### src/rtl/pc_thermo_pkg.sv
// Shared definitions for the parallel-counter / thermometer family.
//   buf_state_e  : occupancy of the two-entry output skid buffer
//   thermo_of()  : reference count-to-thermometer conversion (up to 64 bits)
//   PC_N_DEFAULT : default number of counted bits in the family
//   PC_W_DEFAULT : matching binary count width
package pc_thermo_pkg;

   localparam int PC_N_DEFAULT = 15;
   localparam int PC_W_DEFAULT = $clog2(PC_N_DEFAULT + 1);

   typedef enum logic [1:0] {
      EMPTY = 2'd0,
      ONE   = 2'd1,
      FULL  = 2'd2
   } buf_state_e;

   // Bit i is set when count > i; counts above n saturate to n ones.
   function automatic logic [63:0] thermo_of(input int unsigned count, input int unsigned n);
      logic [63:0] t;
      t = '0;
      for (int unsigned i = 0; i < 64; i++) begin
         t[i] = (i < n) && (count > i);
      end
      return t;
   endfunction

endpackage

### src/rtl/pc_thermo_decode.sv
// Combinational binary-count to thermometer decoder with saturation flag.
// Ports:
//   count  : binary count, 0..2^W-1
//   thermo : N-bit thermometer, bit i = (count > i), ones fill from bit 0
//   sat    : count exceeded N; thermo is then all ones
module pc_thermo_decode #(
   parameter int N = 15,
   parameter int W = $clog2(N + 1)
) (
   input  logic [W-1:0] count,
   output logic [N-1:0] thermo,
   output logic         sat
);

   // Counts above N naturally produce all ones, so saturation needs no extra mux.
   always_comb begin
      thermo = '0;
      for (int i = 0; i < N; i++) begin
         thermo[i] = (int'(count) > i);
      end
   end

   assign sat = (int'(count) > N);

endmodule

### src/rtl/pc_count_to_thermo.sv
// Stream converter: binary counts (0..N) in, N-bit thermometer words out.
// Words are decoded on entry and held in a two-entry skid buffer (main M
// drives the outputs, skid S absorbs one word of backpressure) so in_ready
// can be registered while sustaining one word per cycle.
//
// Ports:
//   clk, rst_n          : clock, asynchronous active-low reset
//   in_valid/in_ready   : count stream handshake (in_ready registered)
//   in_count            : binary count, W bits
//   out_valid/out_ready : thermometer stream handshake
//   out_thermo          : thermometer word, bit i = (count > i)
//   range_err           : sticky, an accepted count exceeded N
//   err_clr             : synchronous clear of range_err (new error wins)
//   xfer_cnt            : accepted-word counter, wraps
//   ser_bit/ser_valid/ser_last : only with PC_THERMO_SER_EN defined; each
//                         output beat is replayed bit 0 first over N cycles
//                         and out_valid is held low meanwhile.
//
// Buffer states:
//   state | meaning
//   EMPTY | M and S invalid, out_valid low
//   ONE   | M valid, S invalid
//   FULL  | M and S valid, in_ready low
module pc_count_to_thermo
   import pc_thermo_pkg::*;
#(
   parameter int N     = PC_N_DEFAULT,
   parameter int W     = $clog2(N + 1),
   parameter int CNT_W = 16
) (
   input  logic             clk,
   input  logic             rst_n,
   input  logic             in_valid,
   output logic             in_ready,
   input  logic [W-1:0]     in_count,
   output logic             out_valid,
   input  logic             out_ready,
   output logic [N-1:0]     out_thermo,
   output logic             range_err,
   input  logic             err_clr,
   output logic [CNT_W-1:0] xfer_cnt
`ifdef PC_THERMO_SER_EN
   ,
   output logic             ser_bit,
   output logic             ser_valid,
   output logic             ser_last
`endif
);

   buf_state_e   state;
   logic [N-1:0] m_data;
   logic [N-1:0] s_data;
   logic [N-1:0] dec_thermo;
   logic         dec_sat;
   logic         out_valid_q;
   logic         ser_busy;
   logic         accept;
   logic         pop;

   pc_thermo_decode #(
      .N (N),
      .W (W)
   ) u_decode (
      .count  (in_count),
      .thermo (dec_thermo),
      .sat    (dec_sat)
   );

   assign accept     = in_valid & in_ready;
   assign out_valid  = out_valid_q & ~ser_busy;
   assign pop        = out_valid & out_ready;
   assign out_thermo = m_data;

   always_ff @(posedge clk or negedge rst_n) begin
      if (!rst_n) begin
         state       <= EMPTY;
         m_data      <= '0;
         s_data      <= '0;
         out_valid_q <= 1'b0;
         in_ready    <= 1'b1;
      end else begin
         case (state)
            EMPTY: begin
               if (accept) begin
                  m_data      <= dec_thermo;
                  out_valid_q <= 1'b1;
                  state       <= ONE;
               end
            end
            ONE: begin
               if (accept && !pop) begin
                  s_data   <= dec_thermo;
                  in_ready <= 1'b0;
                  state    <= FULL;
               end else if (pop && !accept) begin
                  out_valid_q <= 1'b0;
                  state       <= EMPTY;
               end else if (accept && pop) begin
                  m_data <= dec_thermo;
               end
            end
            FULL: begin
               // in_ready is low here, so only a pop can happen.
               if (pop) begin
                  m_data   <= s_data;
                  in_ready <= 1'b1;
                  state    <= ONE;
               end
            end
            default: begin
               out_valid_q <= 1'b0;
               in_ready    <= 1'b1;
               state       <= EMPTY;
            end
         endcase
      end
   end

   always_ff @(posedge clk or negedge rst_n) begin
      if (!rst_n) begin
         range_err <= 1'b0;
         xfer_cnt  <= '0;
      end else begin
         if (accept && dec_sat) begin
            range_err <= 1'b1;
         end else if (err_clr) begin
            range_err <= 1'b0;
         end
         if (accept) begin
            xfer_cnt <= xfer_cnt + CNT_W'(1);
         end
      end
   end

`ifdef PC_THERMO_SER_EN
   localparam int SER_W = $clog2(N);

   logic [N-1:0]     ser_shift;
   logic [SER_W-1:0] ser_left;

   // ser_left counts the bits still to show after the current one.
   always_ff @(posedge clk or negedge rst_n) begin
      if (!rst_n) begin
         ser_valid <= 1'b0;
         ser_bit   <= 1'b0;
         ser_last  <= 1'b0;
         ser_shift <= '0;
         ser_left  <= '0;
      end else if (pop) begin
         ser_valid <= 1'b1;
         ser_bit   <= m_data[0];
         ser_shift <= m_data >> 1;
         ser_left  <= SER_W'(N - 1);
         ser_last  <= 1'b0;
      end else if (ser_valid) begin
         if (ser_left == '0) begin
            ser_valid <= 1'b0;
            ser_bit   <= 1'b0;
            ser_last  <= 1'b0;
         end else begin
            ser_bit   <= ser_shift[0];
            ser_shift <= ser_shift >> 1;
            ser_left  <= ser_left - SER_W'(1);
            ser_last  <= (ser_left == SER_W'(1));
         end
      end
   end

   assign ser_busy = ser_valid;
`else
   assign ser_busy = 1'b0;
`endif

endmodule
### config.mk
export PLATFORM = sky130hd
export DESIGN_NAME = pc_count_to_thermo
export DESIGN_NICKNAME = d
export VERILOG_FILES = /design/src/rtl/pc_thermo_pkg.sv /design/src/rtl/pc_thermo_decode.sv /design/src/rtl/pc_count_to_thermo.sv
export SDC_FILE = /design/constraint.sdc
export NUM_CORES = 1
export LEC_CHECK = 0
export ABC_AREA = 1
export CAP_MARGIN = 10
export CORE_MARGIN = 4
export CORE_UTILIZATION = 52
export DETAILED_ROUTE_END_ITERATION = 12
export PLACE_DENSITY = 0.79
export SETUP_SLACK_MARGIN = 0.15
export SLEW_MARGIN = 20
export SYNTH_ARGS = -nofsm -noshare
export SYNTH_HDL_FRONTEND = slang
export SYNTH_SLANG_ARGS = --single-unit
### constraint.sdc
create_clock -name clk -period 2 [get_ports clk]
set_input_delay 0.4 -clock clk [delete_from_list [all_inputs] [get_ports clk]]
set_output_delay 0.4 -clock clk [all_outputs]
set_load 0.005 [all_outputs]
==> results of run 1 <==
==> worst reg2reg max path, stage by stage (launching register included) <==
cell and delay, ps:
dfstp_2 590, nand2_4 80, ha_2 190, nor2_1 90, nand3_1 110, buf_4 160
a21oi_4 230, clkbuf_16 200, nand2_1 60, nand2_1 60
==> synthesized netlist by cell type (4+ instances only) <==
master,n
o21ai_0,25
dfrtp_1,49
ha_1,4
nand3_1,6
nor2_1,23
buf_2,4
nand2_1,138
nand3b_1,5
xnor2_1,5
inv_1,26
==> metrics by stage <==
stage | util, % | hold WS, ps | instances
2_1_floorplan | - | 104 | 311
3_3_place_gp | 67.7 | 376 | 411
3_5_place_dp | 67.7 | 386 | 411
4_1_cts | 69.9 | 49.4 | 419
5_1_grt | 71.0 | 57.5 | 421
6_report | 71.0 | 37.4 | 421
==> cell usage in the layout, fill, tap and decap left out, types with 2 or more instances in the layout <==
master / instances
xor2_1: 3
ha_2: 2
clkbuf_8: 6
nor2_1: 23
nand3_1: 6
ha_1: 2
o21ai_1: 2
a21oi_1: 3
nand2_1: 136
clkdlybuf4s50_1: 38
xnor2_1: 5
buf_12: 4
inv_2: 2
nand3b_1: 5
o21ai_0: 25
nor3_1: 3
dfrtp_1: 49
inv_1: 25
buf_4: 12
nand2_2: 4
==> logic make-up after synthesis <==
logic type	synth area share (%)
AOI/OAI and AO/OA	7.98
buffers and inverters	5.92
xor gates and xnor gates	2.88
adders and majority gates	2.06
DFF	51.5
other	0.154
and+or+nand+nor	29.5
==> per-layer routing <==
layer,part of all wire (%),vias up
met5,0,-
met4,1.0,0
li1,-,1073
met1,44,1035
met2,50,67
met3,4.6,6
==> worst paths after layout <==
path,start,endpoint,cells past startpoint
worst max-delay path,in_ready,in_ready,1
worst min-delay path,rst_n,s_data[6],1
worst max register to register,in_ready,out_thermo[8],9
worst min register to register,out_thermo[9],out_thermo[9],2
max in group asynchronous,rst_n,out_thermo[1],2
min in group clk,out_thermo[9],out_thermo[9],2
==> cell type report <==
| class | count | share of cell area, % |
|---|---|---|
| sequential | 50 | 39.7 |
| multi-input combinational | 227 | 33.2 |
| timing repair buffer | 57 | 18.8 |
| inverter | 27 | 3.21 |
| clock buffer | 6 | 2.62 |
| tap | 52 | 2.06 |
| clock inverter | 2 | 0.397 |
==> power breakdown <==
part	internal (µW)	switching, µW	total [µW]	leakage [µW]
combinational	999	977	1980	0.000901
sequential	1400	270	1670	0.000635
clock	278	331	609	0.0000472
total	2680	1580	4260	0.00158
==> what timing repair did <==
| item | CTS | global route |
|---|---|---|
| buffers inserted | 0 | 1 |
| resized for setup | 0 | 7 |
| endpoints found under the setup margin | 0 | 20 |
==> registers in the layout (all words and copies together) (netlist names) <==
register and count:
xfer_cnt 16, out_thermo 15, out_valid 1, in_ready 1, s_data 15, state 2
==> impl_results.md, run 1 <==
- Status: finished, final reports clean
- Post-synth top flop: dfrtp_1
- Via Count: around 2,200
- GR Layer Usage met2: 34.6%
- Vias in the first global route: between 2,000 and 2,500
- CTS sink cnt: 50
- Placed instance area: ~3000 µm²
- Area grow syn2layout: 29.9%
- Setup WS post-layout: between 150 and 200 ps
- Fillers: 353
- Final Slew Violations: 0
- Fin crit period: about 1800 ps
- CP Class: flip-flop to primary output
- Crit path buf inv count: 1
- # IOs: between 40 and 50
- Gr usage total: about a fifth
- Design area: about 3200 µm²
- Seq/Total Area, Yosys: a little over 50%
- Pwr dens: approximately 1300 nW/µm²
- Mapped cell area: between 2000 and 2500 µm²
- Startpoint types: flip-flop
- Crit path required time: 1600 ps
- DP Worst Slack: -135 ps
- Die area: around 6000 µm²
- Critical path endpoint category: primary output
- N_diodes: 0
- Async SR Flop Fraction: 100%
- Setup violators final: 0
- Grt ovf: 0
- Port Buffers: 40
- Net Count, Synth: roughly 320
- Max FO, Critical Path: 4
- Max stage delay cell, worst path: dfstp_2
- Worst reg2reg setup slack: 200 ps
- Drt wl/cell: ~14 µm
- Number of max-cap violations: 0
- Share of the synthesized area in the top cell type: between 50% and 60%
- Highest Clock Rate: around 550 MHz
- EDFF count, synth: 0
- Iteration-0 DRC count of the detailed router: 162
- Hold buffer count at CTS: 0
- WL final: between 5000 and 6000 µm
- Largest net degree at the start of global routing: 33
- RSZ-0062 raised after global routing: no
- Worst path top cell family by delay: flip-flops
- Leading area contributor after synthesis: dfrtp_1
- Router iterations before antenna repair: 4
- Initial antenna violation count: 0
- DP HPWL: 4070 µm
- Layout Nets: between 300 and 400
- Largest cells by area after synthesis: dfrtp_1 (50%), nand2_1 (21%), o21ai_0 (5.1%), inv_1 (4.0%), nor2_1 (3.6%)
- VDD IR max: between 1 and 1.5 mV
- CTS tree: yes
- Layout cells sized above 1: between 10% and 20%
- First-pass GRT wire length: slightly below 10,000 µm
- Worst-Skew Late Latency: roughly 300 ps
- Clk buf depth: 2
- Rows: 24
- Fin crit share: 90.3%
- Area of the multi-input gates: 1050 µm²
- Leak pwr: 0.00158 µW
- H-tree levels: 2
- Clock buffer count from CTS: 5
- Initial core utilization: roughly 55%
- Via/cell ratio: roughly 5.2
- Setup_tns: 0 ps
- Avg Inst Size Synth: around 7.8 µm²
- CTS clk-pin slew, worst paths: ~90 ps
- Clk_skew: ~7.2 ps
- Post-Synthesis Cells: around 310
- Root Driver: clkbuf_8
- Critical path cell sequence: clkdlybuf4s50_1
- Die width: 76.4 µm
- Met3 global-route usage: under 10%
- FF+latch area: around 1300 µm²
- Core Box Area: 4440 µm²
- GRT met1 Usage: 27.2%
- Gp weighted congestion: between 0.8 and 0.9
- Antenna viol nets, final: 0
- Hold Crit Class: primary input to async pin
- Yosys warning count: 0
- Hold Fails Final Rpt: 0
- DR DRC count: 0
- Global route hottest layer: met2
- Pwr Total: about 4300 µW
- Synth Register Bits: 50
- Slowest stage delay, CP: around 600 ps
- Worst EP arrival: approximately 1400 ps
- Unique masters post-synth: 25
- Die Y: approximately 76 µm
(Power assumes the default switching activity.)
==> run 2: changes to the inputs <==
--- a/config.mk
+++ b/config.mk
@@ -9,6 +9,7 @@
 export CAP_MARGIN = 10
 export CORE_MARGIN = 4
 export CORE_UTILIZATION = 52
+export CTS_CLUSTER_SIZE = 14
 export DETAILED_ROUTE_END_ITERATION = 12
 export PLACE_DENSITY = 0.79
 export SETUP_SLACK_MARGIN = 0.15
==> results of run 2 <==
The final DEF is identical to that of run 1; final timing and power are the same.
==> run 3: changes to the inputs <==
--- a/config.mk
+++ b/config.mk
@@ -9,7 +9,6 @@
 export CAP_MARGIN = 10
 export CORE_MARGIN = 4
 export CORE_UTILIZATION = 52
-export CTS_CLUSTER_SIZE = 14
 export DETAILED_ROUTE_END_ITERATION = 12
 export PLACE_DENSITY = 0.79
 export SETUP_SLACK_MARGIN = 0.15
==> constraint.sdc (replaced) <==
create_clock -name clk -period 1.9 [get_ports clk]
set_input_delay 0.38 -clock clk [delete_from_list [all_inputs] [get_ports clk]]
set_output_delay 0.38 -clock clk [all_outputs]
set_load 0.005 [all_outputs]
==> impl_results.md, run 3 (synthesized netlist as in run 1, its figures left out) <==
- Initial core utilization: 54.7% (unchanged)
- Fin crit share: about 90%
- Die area: 5830 µm² (unchanged)
- Final Slew Violations: 0 (unchanged)
- Hold Crit Class: primary input to async pin
- Fillers: 341 (-3.4%)
- Clock buffer count from CTS: 5 (unchanged)
- Antenna viol nets, final: 0 (unchanged)
- Max FO, Critical Path: 15 (+11)
- CTS tree: yes
- H-tree levels: 2 (unchanged)
- Clk buf depth: 2 (unchanged)
- Top reg by flops: xfer_cnt
- Worst Hold Margin: -1.82 ps (-39.2 ps)
- CP Class: flip-flop to flip-flop
- Gr usage total: 20.6% (+0.25 points)
- Root Driver: clkbuf_8
- CTS sink cnt: 50 (unchanged)
- DR DRC count: 0 (unchanged)
- Area grow syn2layout: 32.7%
- CTS clk-pin slew, worst paths: 90 ps (about the same)
- Max FFs per register: 16 (unchanged)
- Failing checks: negative hold slack
- Hold Fails Final Rpt: 2 (+2)
- Gp weighted congestion: 0.871 (-0.41%)
- Setup violators final: 0 (unchanged)
- Die Y: 76.4 µm (unchanged)
- # IOs: 43 (unchanged)
- Die width: 76.4 µm (unchanged)
- Drt wl/cell: 13.3 µm (-1.7%)
- N_diodes: 0 (unchanged)
- Port Buffers: 40 (unchanged)
- Critical path endpoint category: flip-flop
- Clk_skew: 6.09 ps (-1.15 ps)
- Rows: 24 (unchanged)
- WL final: 5680 µm (-0.54%)
- Placed cells: 412 (+0.24%)
- Setup_tns: 0 ps (unchanged)
- Status: complete, but fails checks
- Worst EP arrival: 1900 ps (+490 ps)
- Initial antenna violation count: 0 (unchanged)
- RSZ-0062 raised after global routing: yes
- Core Box Area: 4440 µm² (unchanged)
- Highest Clock Rate: slightly below 600 MHz
- Commonest non-fill, non-tap cell in the layout: nand2_1
- Fin crit period: between 1500 and 2000 ps
- Worst reg2reg setup slack: 190 ps (about the same)
- Via/cell ratio: 5.11 (-1.4%)
- Most frequent cells in the layout: nand2_1 (134), dfrtp_1 (49), clkdlybuf4s50_1 (36), o21ai_0 (25), inv_1 (24)
- DP HPWL: 3870 µm (-4.7%)
- Via Count: 2,175 (-0.28%)
- Layout Nets: 386 (+1.3%)
- Iteration-0 DRC count of the detailed router: 169 (+4.3%)
- First-pass GRT wire length: 9780 µm (+1.3%)
- Startpoint types: flip-flop
- Vias in the first global route: 2,085 (+0.43%)
- Layout cells sized above 1: 13.1% (+2.8 points)
- Non-filler cells, final: 426 (+1.2%)
- Number of max-cap violations: 0 (unchanged)
- VDD IR max: 1.31 mV (+30%)
- Grt ovf: 0 (unchanged)
- Crit path required time: 2090 ps (+490 ps)
- Router iterations before antenna repair: 4 (unchanged)
- Pwr dens: 1440 nW/µm² (+6.8%)
- Final Core Density: 72.6% (+1.5 points)
- Leak pwr: 0.00161 µW (+1.8%)
- Worst-Skew Late Latency: 300 ps (about the same)
- Largest net degree at the start of global routing: 35 (+6.1%)
## run 3: cell types whose count changed in the layout (fill, tap and decap cells not counted), moves of 2 or more
cell and change:
buf_4 +3, buf_6 +3, clkdlybuf4s50_1 -2, dlygate4sd2_1 +2
nand2_1 -2, nand2_2 +2
## run 3: power by group
part	internal [µW]	switching [µW]	leakage (µW)
sequential	1480	276	0.000635
clock	293	361	0.0000472
combinational	1160	1080	0.000929
total	2930	1710	0.00161
## run 3: final timing paths
check                               from             to  cells past startpoint
setup / recovery                in_ready  out_thermo[8]                     10
hold / removal                     rst_n    xfer_cnt[3]                      1
setup reg to reg                in_ready  out_thermo[8]                     10
hold reg to reg            out_thermo[3]  out_thermo[3]                      2
max in group asynchronous          rst_n     s_data[13]                      2
min in group clk           out_thermo[3]  out_thermo[3]                      2
## run 3: layout make-up
class	count	area [µm²]	area share [%]
timing repair buffer	62	629	19.5
sequential	50	1250	38.8
tap	52	65.1	2.02
multi-input combinational	227	1080	33.4
clock inverter	2	12.5	0.388
inverter	27	104	3.22
clock buffer	6	82.6	2.56
## run 3: what timing repair did
| action | CTS | global route |
|---|---|---|
| pin swaps | 2 | 4 |
| endpoints found under the hold margin | 0 | 0 |
| buffers inserted | 5 | 0 |
| gates cloned | 1 | 0 |
| setup endpoints to repair | 16 | 15 |
| resized for setup | 10 | 12 |
| hold buffers | 0 | 0 |
## run 3: per-stage QoR
step	power, µW	setup WS [ps]	hold slack [ps]	area, µm²
2_1_floorplan	2710	196	84.4	2430
3_3_place_gp	3620	-168	337	3010
3_5_place_dp	3690	-222	341	3010
4_1_cts	4600	158	7.78	3190
5_1_grt	4990	113	16.1	3220
6_report	4650	194	-1.82	3220
## run 3: metal layers
layer,global-route usage [%],part of all wire (%),up-vias
met5,0,0,-
met4,4.53,1.2,0
met3,5.67,6.1,9
met2,32.9,48,72
met1,28.2,44,1005
li1,-,-,1089
## run 3: critical path, stage by stage (launching register included)
cell and delay, ps:
dfstp_2 580, nand2_4 90, inv_4 70, ha_2 180, nand3_2 100, buf_4 140, nand2_1 60, nand3_2 90
buf_12 160, nand2_1 70, nand2_1 70
